==> config.mk <==
export PLATFORM = sky130hd
export DESIGN_NAME = ifmap_fetch_flat
export DESIGN_NICKNAME = d
export VERILOG_FILES = /design/src/rtl/ifmap_pkg.sv /design/src/rtl/ifmap_fetch_if.sv /design/src/rtl/ifmap_fetch_fifo.sv /design/src/rtl/ifmap_fetch.sv /design/src/flat_wrapper.sv
export SDC_FILE = /design/constraint.sdc
export NUM_CORES = 1
export LEC_CHECK = 0
export ABC_CLOCK_PERIOD_IN_PS = 4670
export CORE_ASPECT_RATIO = 1.4
export CORE_MARGIN = 2
export CORE_UTILIZATION = 35
export CTS_CLUSTER_SIZE = 14
export DETAILED_ROUTE_END_ITERATION = 12
export PLACE_DENSITY = 0.65
export SLEW_MARGIN = 0
export SYNTH_ARGS = -nofsm -noshare
export SYNTH_HDL_FRONTEND = slang
export SYNTH_HIERARCHICAL = 1
export SYNTH_SLANG_ARGS = --single-unit
==> constraint.sdc <==
create_clock -name clk -period 4.67 [get_ports clk]
set_clock_uncertainty 0.1 [all_clocks]
set_input_delay 0.934 -clock clk [delete_from_list [all_inputs] [get_ports clk]]
set_output_delay 0.934 -clock clk [all_outputs]
set_load 0.02 [all_outputs]
==> src/rtl/ifmap_pkg.sv <==
// Shared defaults and the fetch-state encoding for the ifmap read streamer.
package ifmap_pkg;

  localparam int ADDR_W_DEF     = 16;
  localparam int DATA_W_DEF     = 16;
  localparam int DIM_W_DEF      = 8;
  localparam int FIFO_DEPTH_DEF = 4;

  typedef enum logic [1:0] {
    IDLE  = 2'd0,
    FETCH = 2'd1,
    DRAIN = 2'd2,
    DONE  = 2'd3
  } fetch_state_e;

endpackage

==> src/rtl/ifmap_fetch_if.sv <==
// Output word stream (valid/ready with end-of-tile marker) between the fetcher and its consumer.
interface ifmap_fetch_if
  import ifmap_pkg::*;
#(
  parameter int DATA_W = DATA_W_DEF
) ();

  logic [DATA_W-1:0] out_data;
  logic              out_valid;
  logic              out_ready;
  logic              out_last;

  modport master (output out_data, output out_valid, output out_last, input out_ready);
  modport slave  (input out_data, input out_valid, input out_last, output out_ready);

endinterface

==> src/rtl/ifmap_fetch_fifo.sv <==
// Show-ahead FIFO: the head entry is visible on rdata_o whenever the FIFO is non-empty.
module ifmap_fetch_fifo #(
  parameter int WIDTH = 17,
  parameter int DEPTH = 4,
  parameter int CNT_W = $clog2(DEPTH) + 1
) (
  input  logic             clk,
  input  logic             rst_n,
  input  logic             push_i,
  input  logic [WIDTH-1:0] wdata_i,
  input  logic             pop_i,
  output logic [WIDTH-1:0] rdata_o,
  output logic [CNT_W-1:0] count_o,
  output logic             empty_o
);

  localparam int PTR_W = $clog2(DEPTH);

  logic [WIDTH-1:0] mem_q [DEPTH];
  logic [PTR_W-1:0] wr_ptr_q, rd_ptr_q;
  logic [CNT_W-1:0] count_q;
  logic             do_push, do_pop;

  assign empty_o = (count_q == '0);
  assign do_pop  = pop_i && !empty_o;
  assign do_push = push_i && (count_q != CNT_W'(DEPTH));

  always_ff @(posedge clk or negedge rst_n) begin
    if (!rst_n) begin
      wr_ptr_q <= '0;
      rd_ptr_q <= '0;
      count_q  <= '0;
    end else begin
      if (do_push) wr_ptr_q <= wr_ptr_q + PTR_W'(1);
      if (do_pop)  rd_ptr_q <= rd_ptr_q + PTR_W'(1);
      case ({do_push, do_pop})
        2'b10:   count_q <= count_q + CNT_W'(1);
        2'b01:   count_q <= count_q - CNT_W'(1);
        default: count_q <= count_q;
      endcase
    end
  end

  // Storage carries no reset; the empty flag gates what the consumer sees.
  always_ff @(posedge clk) begin
    if (do_push) mem_q[wr_ptr_q] <= wdata_i;
  end

  assign rdata_o = empty_o ? '0 : mem_q[rd_ptr_q];
  assign count_o = count_q;

endmodule

==> src/rtl/ifmap_fetch.sv <==
// Sweeps a 2-D tile of ifmap_rom addresses in raster order and streams the returned
// words through a small FIFO, issuing only while the FIFO can absorb every in-flight word.
module ifmap_fetch
  import ifmap_pkg::*;
#(
  parameter int ADDR_W     = ADDR_W_DEF,
  parameter int DATA_W     = DATA_W_DEF,
  parameter int DIM_W      = DIM_W_DEF,
  parameter int FIFO_DEPTH = FIFO_DEPTH_DEF
) (
  input  logic              clk,
  input  logic              rst_n,
  input  logic              start,
  input  logic [ADDR_W-1:0] base_addr,
  input  logic [DIM_W-1:0]  width,
  input  logic [DIM_W-1:0]  height,
  input  logic [ADDR_W-1:0] row_stride,
  output logic [ADDR_W-1:0] rom_addr,
  input  logic [DATA_W-1:0] rom_data,
  ifmap_fetch_if.master     out_if,
  output logic              busy,
  output logic              done
);

  localparam int CNT_W = $clog2(FIFO_DEPTH) + 1;

  fetch_state_e      state_q, state_d;
  logic [DIM_W-1:0]  col_q, col_d, row_q, row_d;
  logic [DIM_W-1:0]  width_q, width_d, height_q, height_d;
  logic [ADDR_W-1:0] row_base_q, row_base_d, stride_q, stride_d;
  logic [ADDR_W-1:0] rom_addr_q, rom_addr_d;
  logic              issue_q, issue_d, last_q, last_d;

  logic [CNT_W-1:0]  fifo_count;
  logic [CNT_W:0]    inflight;
  logic [DATA_W:0]   fifo_rdata;
  logic              fifo_empty, pop, credit, col_end, row_end;

  // A word still travelling through the ROM already owns a FIFO slot.
  assign inflight = {1'b0, fifo_count} + {{CNT_W{1'b0}}, issue_q};
  assign credit   = inflight < (CNT_W+1)'(FIFO_DEPTH);
  assign col_end  = (col_q == width_q - DIM_W'(1));
  assign row_end  = (row_q == height_q - DIM_W'(1));

  always_comb begin
    state_d    = state_q;
    col_d      = col_q;
    row_d      = row_q;
    width_d    = width_q;
    height_d   = height_q;
    row_base_d = row_base_q;
    stride_d   = stride_q;
    rom_addr_d = rom_addr_q;
    issue_d    = 1'b0;
    last_d     = 1'b0;
    case (state_q)
      IDLE: begin
        if (start) begin
          if (width != '0 && height != '0) begin
            state_d    = FETCH;
            width_d    = width;
            height_d   = height;
            stride_d   = row_stride;
            row_base_d = base_addr;
            col_d      = '0;
            row_d      = '0;
          end else begin
            state_d = DONE;
          end
        end
      end
      FETCH: begin
        if (credit) begin
          rom_addr_d = row_base_q + ADDR_W'(col_q);
          issue_d    = 1'b1;
          last_d     = col_end && row_end;
          if (col_end) begin
            col_d      = '0;
            row_d      = row_q + DIM_W'(1);
            row_base_d = row_base_q + stride_q;
            if (row_end) state_d = DRAIN;
          end else begin
            col_d = col_q + DIM_W'(1);
          end
        end
      end
      DRAIN: begin
        if (!issue_q && fifo_count == '0) state_d = DONE;
      end
      DONE:    state_d = IDLE;
      default: state_d = IDLE;
    endcase
  end

  always_ff @(posedge clk or negedge rst_n) begin
    if (!rst_n) begin
      state_q    <= IDLE;
      col_q      <= '0;
      row_q      <= '0;
      width_q    <= '0;
      height_q   <= '0;
      row_base_q <= '0;
      stride_q   <= '0;
      rom_addr_q <= '0;
      issue_q    <= 1'b0;
      last_q     <= 1'b0;
    end else begin
      state_q    <= state_d;
      col_q      <= col_d;
      row_q      <= row_d;
      width_q    <= width_d;
      height_q   <= height_d;
      row_base_q <= row_base_d;
      stride_q   <= stride_d;
      rom_addr_q <= rom_addr_d;
      issue_q    <= issue_d;
      last_q     <= last_d;
    end
  end

  // rom_data belongs to the address issued on the previous edge, tagged by issue_q/last_q.
  assign pop = !fifo_empty && out_if.out_ready;

  ifmap_fetch_fifo #(
    .WIDTH (DATA_W + 1),
    .DEPTH (FIFO_DEPTH),
    .CNT_W (CNT_W)
  ) u_fifo (
    .clk     (clk),
    .rst_n   (rst_n),
    .push_i  (issue_q),
    .wdata_i ({last_q, rom_data}),
    .pop_i   (pop),
    .rdata_o (fifo_rdata),
    .count_o (fifo_count),
    .empty_o (fifo_empty)
  );

  assign rom_addr         = rom_addr_q;
  assign busy             = (state_q != IDLE);
  assign done             = (state_q == DONE);
  assign out_if.out_valid = !fifo_empty;
  assign out_if.out_data  = fifo_rdata[DATA_W-1:0];
  assign out_if.out_last  = fifo_rdata[DATA_W];

endmodule
==> src/flat_wrapper.sv <==
// flat-port wrapper written by rule: the top's interface ports become plain ports
module ifmap_fetch_flat import ifmap_pkg::*;
#(
  parameter int ADDR_W     = ADDR_W_DEF,
  parameter int DATA_W     = DATA_W_DEF,
  parameter int DIM_W      = DIM_W_DEF,
  parameter int FIFO_DEPTH = FIFO_DEPTH_DEF
)
  (clk, rst_n, start, base_addr, width, height, row_stride, rom_addr, rom_data, busy, done, out_if_out_data, out_if_out_valid, out_if_out_last, out_if_out_ready);
  ifmap_fetch_if #(.DATA_W(DATA_W)) out_if_i ();
  input  logic clk;
  input  logic rst_n;
  input  logic start;
  input  logic [ADDR_W-1:0] base_addr;
  input  logic [DIM_W-1:0] width;
  input  logic [DIM_W-1:0] height;
  input  logic [ADDR_W-1:0] row_stride;
  output logic [ADDR_W-1:0] rom_addr;
  input  logic [DATA_W-1:0] rom_data;
  output logic busy;
  output logic done;
  output wire logic [$bits(out_if_i.out_data)-1:0] out_if_out_data;
  output wire logic [$bits(out_if_i.out_valid)-1:0] out_if_out_valid;
  output wire logic [$bits(out_if_i.out_last)-1:0] out_if_out_last;
  input wire logic [$bits(out_if_i.out_ready)-1:0] out_if_out_ready;
  assign out_if_out_data = out_if_i.out_data;
  assign out_if_out_valid = out_if_i.out_valid;
  assign out_if_out_last = out_if_i.out_last;
  assign out_if_i.out_ready = out_if_out_ready;
  ifmap_fetch #(.ADDR_W(ADDR_W), .DATA_W(DATA_W), .DIM_W(DIM_W), .FIFO_DEPTH(FIFO_DEPTH)) u_core (.clk(clk), .rst_n(rst_n), .start(start), .base_addr(base_addr), .width(width), .height(height), .row_stride(row_stride), .rom_addr(rom_addr), .rom_data(rom_data), .out_if(out_if_i), .busy(busy), .done(done));
endmodule
Yosys cells after proc, flatten, opt, wreduce, memory -nomap -nowiden
Memories as Yosys holds them, arrays and structs flattened.
Index checks and enable logic that the tools add are counted.
W data, S select, Z words.

word-level totals
  logic and storage cells = 88
  bits in read-only memories = 0
  latch bits = 0
  memories kept = 1
  RAM bits = 68
  flip-flop bits (word level) = 91
  output and inout port bits = 36

operators by class
  multiplexer cells = 28
  equality and inequality tests = 14
  $lt $le $gt $ge = 1
  bitwise gates (word level) = 0
  shifts and indexed selects = 0
  divide/modulo/power cells = 0
  $add $sub $neg = 11
  multipliers = 0
  reduce and logical (&&, ||, !) cells = 20

memories
  name                 words  bits a word  rd ports  clocked after Yosys merged registers in  wr ports  RTL line                text
  u_core.u_fifo.mem_q  4      17           1         0                                        1         ifmap_fetch_fifo.sv:19  logic [WIDTH-1:0] mem_q [DEPTH];

operators with widths
  operator               count
  $mux W16               4
  $mux W8                6
  $pmux W16 S2           1
  $pmux W8 S2            2
  $mux W17               1
  $add A16 B16 Y16       1
  $add A16 B8 Y16        1
  $add A8 B1 Y8 const B  2
  $eq A8 B8 Y1           2
  $reduce_bool A8 Y1     2
  $sub A8 B1 Y8 const B  2
  $mux W2                6
  $ne A2 B1 Y1 const B   5
  $reduce_and A5 Y1      2
  $pmux W2 S4            1
  $eq A2 B2 Y1 const B   3
  $logic_and A1 B1 Y1    6
  $mux W1                6
  $pmux W3 S2            1
  $reduce_bool A2 Y1     3
  $add A2 B1 Y2 const B  2
  $add A3 B1 Y4          1
  $eq A2 B1 Y1 const B   2
  $lt A4 B3 Y1 const B   1
  other kinds (10)       11

Longest topological paths before layout
Gate-level depths: netlist of the first run.

  word-level depth = 6
  depth in mapped cells = 11
  gate-level depth less buffers = 11

By module
The synthesis of the first run kept the hierarchy.

modules (own cells, without submodules)
  module            cells an instance  times used  area an instance (sq um)
  ifmap_fetch       570                1           5,381.4
  ifmap_fetch_fifo  146                1           3,093.0

Worst setup path after synthesis of the first run
OpenSTA, ideal clock, no wires.

  kind = input-to-reg
  from = in width[5]
  to = reg u_core.row_base_q[13]
  buffers on the path = 2
  arrival = 2.663 ns
  library setup time = 0.128 ns
  stages = 8
  path slack = 1.779 ns
  cells stage by stage = or4_1 nor2_1 a2111o_1 buf_2 a21boi_2 o21ba_2 buf_2 mux2_1

on the way
  word-level cells in the longest chain between the ends = 4

ends and longest elaborated chain
  element                             RTL line            text
  start: declaration                  flat_wrapper.sv:15  input logic [DIM_W-1:0] width;
  $reduce_bool A8 Y1                  ifmap_fetch.sv:59   if (width != '0 && height != '0) begin
  $logic_and A1 B1 Y1                 ifmap_fetch.sv:59
  $ne A2 B1 Y1 (no source line)       --
  $reduce_and A5 Y1 (no source line)  --
  end signal: assignment              ifmap_fetch.sv:113  row_base_q <= row_base_d;
  end: declaration                    ifmap_fetch.sv:30   logic [ADDR_W-1:0] row_base_q, row_base_d, stride_q, stride_d;

Every way passes these cells.
A chain may end at the register's enable or synchronous reset.

Worst setup path in the final report of the first run
  from = reg u_core.u_fifo.rd_ptr_q[0]
  to = out out_if_out_data[6]

on the way
  word-level cells in the longest chain between the ends = 2

ends and longest elaborated chain
  element                   RTL line                text
  start: declaration        ifmap_fetch_fifo.sv:20  logic [PTR_W-1:0] wr_ptr_q, rd_ptr_q;
  start signal: assignment  ifmap_fetch_fifo.sv:35  if (do_pop) rd_ptr_q <= rd_ptr_q + PTR_W'(1);
  $mem_v2 Z4 W17            --
  $mux W17                  ifmap_fetch_fifo.sv:49  assign rdata_o = empty_o ? '0 : mem_q[rd_ptr_q];
  end: declaration          flat_wrapper.sv:22      output wire logic [$bits(out_if_i.out_data)-1:0] out_if_out_data;

Every way passes these cells.

==> reports/qor.yml, run 1 <==
postSynthAreaPerCell_um2: 11.8
fp.dieW_um: 136
power.density_mw_per_mm2: 607
dominantRegCellSynth: "dfrtp_1"
grt_pass1_vias: 5923
hold_viol: 0
drive_above_1_share_pct: 12.9
avgRoutedWirePerCell_um: 16.2
synth_seq_area_share_pct: 51.0
syn-cell-area_mm2: 0.00847
clock.fmax_ghz: 0.274
layout_commonest_cell: "clkdlybuf4s50_1"
avgViaCountPerCell: 5.06
cts_buffers: 17
clk_pin_slew_ps: 70
cts_setup_buffers: 0
async_flop_share_pct: 57.2
place.port_buffers: 103
r2r_cells: 11
fin_nets: 927
post_cts_resized: 0
worst_hold_slack_ps: 387
setup_viol: 0
r2r_end: "u_core/rom_addr[14]"
die_h_um: 188
crit_end: "out_if_out_data[6]"
fin_crit_ps: 3650
dr_wl_met2_mm: 9.93
grt_max_degree: 66
cts_tree: "built"
arrival_ps: 2620
placed_area_mm2: 0.00981
crit_path_start: "u_core/u_fifo/rd_ptr_q[0]"
clock_latency_ps: 430
drc: 0
finalInstanceArea_mm2: 0.0104
vias: 5786
cap_violations: 0
ys_ff_latch: 159
fin_setup_tns_ps: 0
coreArea_mm2: 0.0239
grt_antenna_before_repair: 0
wl_met3_um: 869
rows: 67
cp-start-kind: "flop"
rsz0062_at_grt: "false"
clockBufferDepth: 2
yosys.cell_types.count: 72
clock-sinks: 159
routed_wl_mm: 18.5
ant_nets: 0
cts_htree_levels: 4
mostFrequentLayoutCells: "clkdlybuf4s50_1, dfrtp_1, edfxtp_1"
min_period_over_period_pct: 78.2
synth_fp_nets: 824
peakVddDrop_mv: 0.291
grt.overflow.total: 0
status: "complete, no violations"
wl_met1_mm: 7.46
grt_first_pass_wirelength_mm: 30.2
r2r_start: "u_core/col_q[0]"
p_leak_nw: 4.25
highest-signal-layer: "met4"
start_util_pct: 35.5
io_pins: 104
area_growth_pct: 22.8
worst-path-max-fanout: 10
synth.yosys.warnings: 6
drt_iter0_drc: 267
synth-edff-count: 68
syn_inst: 716
hp-class: "flop to flop"
r2r_setup_slack_ps: 1660
worstSetupPathType: "flop to primary output"
slew_violations: 0
worstMarginPinSlew_ps: 905
grtUsageTotal_pct: 15.2
dp_hpwl_mm: 13.2
cts_root_buffer: "clkbuf_16"
drtPass1Iterations: 4
globalplace.congestion: 0.812
required_ps: 3640
cts_hold_buf: 0
crit_path_end_kind: "primary output"
die-area_mm2: 0.0255
relSlewSlack_pct: 39.7
critical path, stage by stage (launching register included):
cell	delay [ps]
dfrtp_1	650
buf_4	330
mux4_2	530
nor2b_4	140
clkdlybuf4s50_1	540
through the flow:
step	cells	worst slack [ps]	power, W	util [%]
3_5_place_dp	1110	1010	0.00496	41.0
3_3_place_gp	1110	1050	0.00493	41.0
4_1_cts	1142	957	0.00639	43.5
6_report	1143	1020	0.00631	43.6
2_1_floorplan	716	1780	0.00409	-
5_1_grt	1142	879	0.00678	43.5
kinds of logic after synthesis:
kind of cell | Yosys count | share of synthesized area (%)
adders and majority gates | 40 | 6.17
DFF | 159 | 51.0
muxes | 63 | 10.9
and+or+nand+nor | 202 | 12.6
buffers and inverters | 60 | 3.14
xor gates and xnor gates | 50 | 5.17
AOI/OAI and AO/OA | 142 | 11.1
power by group:
part / total [W] / internal, W / leakage [nW] / switching, W
combinational: 0.00269 / 0.00130 / 2.18 / 0.00139
clock: 0.00139 / 0.000764 / 0.292 / 0.000630
sequential: 0.00223 / 0.00187 / 1.78 / 0.000360
how the worst min path moves through the flow:
stage | startpoint | to | slack [ps] | cells after the start
4_1_cts | u_core/rom_addr[2] | u_core/rom_addr[2] | 390 | 2
5_1_grt | u_core/rom_addr[13] | u_core/rom_addr[13] | 420 | 2
2_1_floorplan | u_core/last_q | u_core/u_fifo/mem_q[0][16] | 350 | 0
3_5_place_dp | u_core/rom_addr[15] | u_core/rom_addr[15] | 370 | 2
6_report | u_core/rom_addr[2] | u_core/rom_addr[2] | 390 | 2
3_3_place_gp | u_core/rom_addr[12] | u_core/rom_addr[12] | 370 | 2
sequential cells by signal (all words and copies together), names as in the netlist:
name / cells
u_core/col_q: 8
u_core/height_q: 8
u_core/issue_q: 1
u_core/last_q: 1
u_core/rom_addr: 16
u_core/row_base_q: 16
u_core/row_q: 8
u_core/state_q: 2
u_core/stride_q: 16
u_core/u_fifo/count_o: 3
u_core/u_fifo/mem_q: 68
u_core/u_fifo/rd_ptr_q: 2
u_core/u_fifo/wr_ptr_q: 2
u_core/width_q: 8
final cells by class:
cell class,instances,area [µm²]
antenna,1,2.50
timing repair buffer,109,1070
fill,2248,13500
multi-input combinational,497,3890
sequential,159,4320
clock buffer,17,425
inverter,35,131
clock inverter,15,173
tap,310,388
routing by layer:
layer | GRT usage [%] | up-vias
met5 | 0 | -
met4 | 4.41 | 0
met3 | 3.27 | 20
met2 | 27.8 | 135
met1 | 17.7 | 2810
li1 | - | 2821
cell usage after synthesis, drive strengths merged, types with 3 or more instances:
| cell type | instances | area (µm²) |
|---|---|---|
| or4 | 3 | 22.5 |
| ha | 37 | 463 |
| nor4 | 5 | 37.5 |
| and3 | 5 | 31.3 |
| clkbuf | 12 | 45.0 |
| nand3 | 13 | 65.1 |
| xnor2 | 28 | 245 |
| a211o | 3 | 26.3 |
| or2 | 5 | 31.3 |
| a21oi | 29 | 145 |
| mux2i | 12 | 120 |
| edfxtp | 68 | 2040 |
| and2 | 5 | 31.3 |
| a21o | 10 | 75.1 |
| o21a | 5 | 37.5 |
| o211ai | 4 | 30.0 |
| nor2 | 39 | 146 |
| or3 | 3 | 23.8 |
| nand4 | 5 | 31.3 |
| mux2 | 34 | 383 |
| a31o | 3 | 26.3 |
| a221oi | 3 | 43.8 |
| a2111oi | 4 | 41.3 |
| nand2b | 5 | 31.3 |
| nor3 | 19 | 106 |
| inv | 35 | 131 |
| o21ai | 49 | 245 |
| nand2 | 64 | 240 |
| buf | 13 | 90.1 |
| nor3b | 3 | 27.5 |
| o31ai | 5 | 37.5 |
| dfrtp | 91 | 2280 |
| nor2b | 25 | 216 |
| xor2 | 22 | 193 |
| fa | 3 | 60.1 |
| mux4 | 17 | 417 |
| a31oi | 7 | 50.1 |
(Power assumes the default switching activity.)
==> run 2, diff against run 1 <==
--- a/config.mk
+++ b/config.mk
@@ -5,13 +5,13 @@
 export SDC_FILE = /design/constraint.sdc
 export NUM_CORES = 1
 export LEC_CHECK = 0
-export ABC_CLOCK_PERIOD_IN_PS = 4670
+export ABC_CLOCK_PERIOD_IN_PS = 3100
 export CORE_ASPECT_RATIO = 1.4
 export CORE_MARGIN = 2
 export CORE_UTILIZATION = 35
 export CTS_CLUSTER_SIZE = 14
 export DETAILED_ROUTE_END_ITERATION = 12
-export PLACE_DENSITY = 0.65
+export PLACE_DENSITY = 0.67
 export SLEW_MARGIN = 0
 export SYNTH_ARGS = -nofsm -noshare
 export SYNTH_HDL_FRONTEND = slang
==> constraint.sdc (replaced) <==
create_clock -name clk -period 3.1 [get_ports clk]
set_clock_uncertainty 0.1 [all_clocks]
set_input_delay 0.62 -clock clk [delete_from_list [all_inputs] [get_ports clk]]
set_output_delay 0.62 -clock clk [all_outputs]
set_load 0.02 [all_outputs]
==> reports/qor.yml, run 2 (synthesis gave the netlist of run 1 again) <==
status: "complete, no violations"
cts_root_buffer: "clkbuf_16"
layout_commonest_cell: "clkdlybuf4s50_1"
vias: 5920  # +2.3%
fin_setup_tns_ps: 0  # unchanged
grt_antenna_before_repair: 0  # unchanged
grt_pass1_vias: 5989  # +1.1%
die-area_mm2: 0.0255  # unchanged
ant_nets: 0  # unchanged
place.port_buffers: 103  # unchanged
routed_wl_mm: 18.7  # +0.94%
drc: 0  # unchanged
clock.fmax_ghz: 0.334
drive_above_1_share_pct: 14.7  # +1.8 points
grt_max_degree: 52  # -21%
cap_violations: 0  # unchanged
clockBufferDepth: 2  # unchanged
placed_area_mm2: 0.00999  # +1.9%
grtUsageTotal_pct: 15.1  # -0.14 points
crit_end: "out_if_out_last"
avgRoutedWirePerCell_um: 16.1  # -0.54%
worst_hold_slack_ps: 82.0  # -305 ps
io_pins: 104  # unchanged
setup_viol: 0  # unchanged
fin_nets: 945  # +1.9%
worst_path_max_delay_cell: "mux4_1"
critPathMaxStageDelay_ps: 580  # -70 ps
clock-sinks: 159  # unchanged
grt.overflow.total: 0  # unchanged
hold_viol: 0  # unchanged
required_ps: 2380  # -1260 ps
fillers: 2217  # -1.4%
relSlewSlack_pct: 56.1  # +16 points
r2r_start: "u_core/row_base_q[0]"
rows: 67  # unchanged
r2r_cells: 11  # unchanged
cts_tree: "built"
slew_violations: 0  # unchanged
grt_first_pass_wirelength_mm: 30.1  # -0.18%
die_h_um: 188  # unchanged
cp-start-kind: "flop"
mostFrequentLayoutCells: "clkdlybuf4s50_1, dfrtp_1, edfxtp_1"
arrival_ps: 2280  # -340 ps
drtPass1Iterations: 4  # unchanged
crit_path_start: "u_core/u_fifo/rd_ptr_q[0]"
worstMarginPinSlew_ps: 652  # -253 ps
fp.dieW_um: 136  # unchanged
post-route-util_pct: 44.3  # +0.73 points
crit_path_end_kind: "primary output"
r2r_end: "u_core/rom_addr[14]"
finalInstanceArea_mm2: 0.0106  # +1.7%
worst-path-max-fanout: 17  # +7
dp_hpwl_mm: 13.7  # +3.6%
regMostFlops: "u_core/u_fifo/mem_q"
fin_crit_ps: 3000
hp-class: "input pin to asynchronous set/reset pin"
cts_buffers: 17  # unchanged
min_period_over_period_pct: 96.7
coreArea_mm2: 0.0239  # unchanged
avgViaCountPerCell: 5.10  # +0.82%
start_util_pct: 35.5  # unchanged
cts_htree_levels: 4  # unchanged
worstSetupPathType: "flop to primary output"
power.density_mw_per_mm2: 912  # +50%
diodes: 0  # -1
cts_setup_buffers: 0  # unchanged
rsz0062_at_grt: "false"
peakVddDrop_mv: 0.549  # +88%
clock_latency_ps: 420  # about the same
r2r_setup_slack_ps: 260  # -1400 ps
largest_reg_flops: 68  # unchanged
area_growth_pct: 24.8
p_leak_nw: 4.36  # +2.5%
drt_iter0_drc: 235  # -12%
clk_pin_slew_ps: 60  # about the same
globalplace.congestion: 0.842  # +3.7%
cp_cell_sequence: "buf_12 -> mux4_1 -> nor2b_1 -> clkdlybuf4s50_1"
## run 2: changes by cell type in the layout (fill, tap and decap cells not counted), sizes merged
cell,previous run,this run
buf,7,25
bufinv,1,2
clkbuf,17,18
clkdlybuf4s50,102,101
clkinv,5,3
clkinvlp,1,4
diode,1,0
dlymetal6s2s,0,1
inv,43,40
## run 2: how the worst min path moves through the flow
stage | startpoint | endpoint | slack (ps) | cells past startpoint
finish | rst_n | u_core/stride_q[5] | 80 | 1
global route | rst_n | u_core/stride_q[5] | 110 | 1
CTS | rst_n | u_core/stride_q[3] | 100 | 1
floorplan | rst_n | u_core/col_q[0] | 220 | 0
detailed placement | u_core/u_fifo/rd_ptr_q[1] | u_core/u_fifo/rd_ptr_q[1] | 360 | 1
global placement | u_core/u_fifo/rd_ptr_q[1] | u_core/u_fifo/rd_ptr_q[1] | 360 | 1
## run 2: area by class of cell
class / instances / area [µm²] / area share, %
multi-input combinational: 497 / 3890 / 36.8
timing repair buffer: 127 / 1260 / 11.9
clock inverter: 14 / 156 / 1.48
clock buffer: 18 / 429 / 4.06
tap: 310 / 388 / 3.67
sequential: 159 / 4320 / 40.8
inverter: 35 / 131 / 1.24
## run 2: critical path, delay by kind of cell (launching register included)
kind,cells,cell delay [ps]
AND/OR/NAND/NOR,1,150
buffers and inverters,2,720
multiplexers,1,580
flip-flops,1,410
## run 2: power breakdown
group,internal [W],switching (W)
Sequential,0.00282,0.000468
Clock,0.00120,0.000878
Combinational,0.00207,0.00221
Total,0.00609,0.00356
## run 2: what timing repair did
action | 4_1_cts | 5_1_grt
hold endpoints to repair | 0 | 0
hold buffers | 0 | 0
resized for setup | 0 | 2
endpoints found under the setup margin | 0 | 9
## run 2: routing by layer
metal	up-vias	global-route usage (%)	share of wire (%)
met4	0	5.45	2.6
met1	2886	17.5	41
li1	2845	-	-
met5	-	0	0
met3	28	3.24	4.9
met2	161	27.1	52
## run 2: per-stage QoR
stage | setup WS (ps) | std cells | total power (W)
after floorplan | 523 | 716 | 0.00616
after global placement | -23.1 | 1128 | 0.00757
after detailed placement | -26.8 | 1128 | 0.00763
after CTS | 17.7 | 1160 | 0.00976
after global routing | 6.02 | 1160 | 0.0103
final | 102 | 1160 | 0.00965
==> run 3, diff against run 2 <==
--- a/config.mk
+++ b/config.mk
@@ -6,12 +6,13 @@
 export NUM_CORES = 1
 export LEC_CHECK = 0
 export ABC_CLOCK_PERIOD_IN_PS = 3100
-export CORE_ASPECT_RATIO = 1.4
+export CAP_MARGIN = 20
+export CORE_ASPECT_RATIO = 0.7
 export CORE_MARGIN = 2
-export CORE_UTILIZATION = 35
+export CORE_UTILIZATION = 40
 export CTS_CLUSTER_SIZE = 14
 export DETAILED_ROUTE_END_ITERATION = 12
-export PLACE_DENSITY = 0.67
+export PLACE_DENSITY = 0.74
 export SLEW_MARGIN = 0
 export SYNTH_ARGS = -nofsm -noshare
 export SYNTH_HDL_FRONTEND = slang
==> reports/qor.yml, run 3 (synthesis gave the netlist of run 1 again) <==
avgViaCountPerCell: 5.27  # +3.2%
cts_setup_buffers: 0  # unchanged
relSlewSlack_pct: 59.5  # +3.4 points
drive_above_1_share_pct: 15.2  # +0.50 points
dp_hpwl_mm: 13.4  # -2.0%
grtUsageTotal_pct: 17.3  # +2.2 points
power.density_mw_per_mm2: 923  # +1.2%
start_util_pct: 40.8  # +5.4 points
ant_nets: 0  # unchanged
place.port_buffers: 103  # unchanged
grt_first_pass_wirelength_mm: 30.3  # +0.64%
avgRoutedWirePerCell_um: 16.4  # +1.7%
crit_path_end_kind: "primary output"
cap_violations: 0  # unchanged
cts_htree_levels: 4  # unchanged
die-area_mm2: 0.0224  # -12%
hp-class: "input pin to asynchronous set/reset pin"
finalWorstSetupSlack_ps: 91.7  # -10.4 ps
hold_viol: 0  # unchanged
rows: 44  # -34%
clockBufferDepth: 2  # unchanged
clock-sinks: 159  # unchanged
critical_path_depth: 4  # unchanged
min_period_over_period_pct: 97.0  # +0.34 points
critPathMaxStageDelay_ps: 560  # -20 ps
layout_commonest_cell: "clkdlybuf4s50_1"
fp.dieW_um: 178  # +31%
worstSetupPathType: "flop to primary output"
vias: 5956  # +0.61%
drc: 0  # unchanged
globalplace.congestion: 0.835  # -0.88%
cp_cell_sequence: "buf_6 -> mux4_1 -> nor2b_1 -> clkdlybuf4s50_1"
diodes: 0  # unchanged
grt_pass1_vias: 5738  # -4.2%
cts_root_buffer: "clkbuf_16"
fin_crit_ps: 3010  # +10.4 ps
grt.overflow.total: 0  # unchanged
slew_violations: 0  # unchanged
drtPass1Iterations: 5  # +1
mostFrequentLayoutCells: "clkdlybuf4s50_1, dfrtp_1, edfxtp_1"
area_growth_pct: 25.3
setup_viol: 0  # unchanged
required_ps: 2380  # about the same
grt_antenna_before_repair: 0  # unchanged
cts_buffers: 17  # unchanged
peakVddDrop_mv: 0.426  # -22%
largest_reg_flops: 68  # unchanged
die_h_um: 126  # -33%
coreArea_mm2: 0.0208  # -13%
p_leak_nw: 4.40  # +1.0%
worstMarginPinSlew_ps: 605  # -47.3 ps
grt_max_degree: 50  # -3.8%
worst_path_max_delay_cell: "mux4_1"
dp_worst_setup_slack_ps: 75.8  # +103 ps
path_buf_inv: 2  # unchanged
cp-start-kind: "flop"
routed_wl_mm: 18.5  # -0.83%
clock_latency_ps: 430  # about the same
io_pins: 104  # unchanged
drt_iter0_drc: 375  # +60%
crit_family: "buffers and inverters"
arrival_ps: 2290  # about the same
status: "complete, no violations"
rsz0062_at_grt: "false"
total_power_w: 0.00979  # +1.5%
clock.fmax_ghz: 0.332  # -0.35%
cts_tree: "built"
worst-path-max-fanout: 10  # -7
fin_nets: 950  # +0.53%
regMostFlops: "u_core/u_fifo/mem_q"
r2r_cells: 9  # -2
fin_setup_tns_ps: 0  # unchanged
clk_pin_slew_ps: 70  # about the same
run 3: layout make-up:
| type | count | area (µm²) |
|---|---|---|
| clock buffers | 17 | 425 |
| clock inverters | 15 | 200 |
| fillers | 1781 | 10100 |
| inverters | 35 | 131 |
| multi-input cells | 497 | 3890 |
| flip-flops and latches | 159 | 4320 |
| well taps | 276 | 345 |
| repair buffers | 132 | 1300 |
run 3: final timing paths:
check,to,slack [ps],startpoint
min reg2reg,u_core/rom_addr[0],380,u_core/rom_addr[0]
max in group asynchronous,u_core/height_q[2],2150,rst_n
min in group clk,u_core/rom_addr[0],380,u_core/rom_addr[0]
min,u_core/stride_q[8],80,rst_n
max,out_if_out_data[9],90,u_core/u_fifo/rd_ptr_q[0]
max reg2reg,u_core/row_base_q[15],240,u_core/row_base_q[3]
run 3: power by group:
| group | total, W | internal, W | switching, W |
|---|---|---|---|
| logic | 0.00428 | 0.00206 | 0.00221 |
| registers | 0.00331 | 0.00281 | 0.000493 |
| clock network | 0.00221 | 0.00130 | 0.000916 |
| total | 0.00979 | 0.00617 | 0.00362 |
run 3: through the flow:
| stage | cell area [µm²] | std cells | hold slack (ps) | utilization (%) |
|---|---|---|---|---|
| after global routing | 10600 | 1131 | 123 | 51.1 |
| after floorplan | 8470 | 716 | 224 | - |
| after CTS | 10600 | 1131 | 89.6 | 51.1 |
| after global placement | 9990 | 1099 | 362 | 48.1 |
| after detailed placement | 9990 | 1099 | 368 | 48.1 |
| final | 10600 | 1131 | 81.6 | 51.1 |
run 3: what timing repair did:
| item | 4_1_cts | 5_1_grt |
|---|---|---|
| setup endpoints to repair | 0 | 2 |
| endpoints found under the hold margin | 0 | 0 |
| hold buffers | 0 | 0 |
| resized for setup | 0 | 2 |
run 3: routing by layer:
metal | part of all wire, % | routed length (µm) | global-route usage [%] | up-vias
met5 | 0 | 0 | 0 | -
met4 | 0.97 | 180 | 4.34 | 0
met3 | 6.6 | 1230 | 4.53 | 14
met2 | 42 | 7790 | 24.4 | 167
met1 | 50 | 9310 | 26.4 | 2905
li1 | - | - | - | 2870
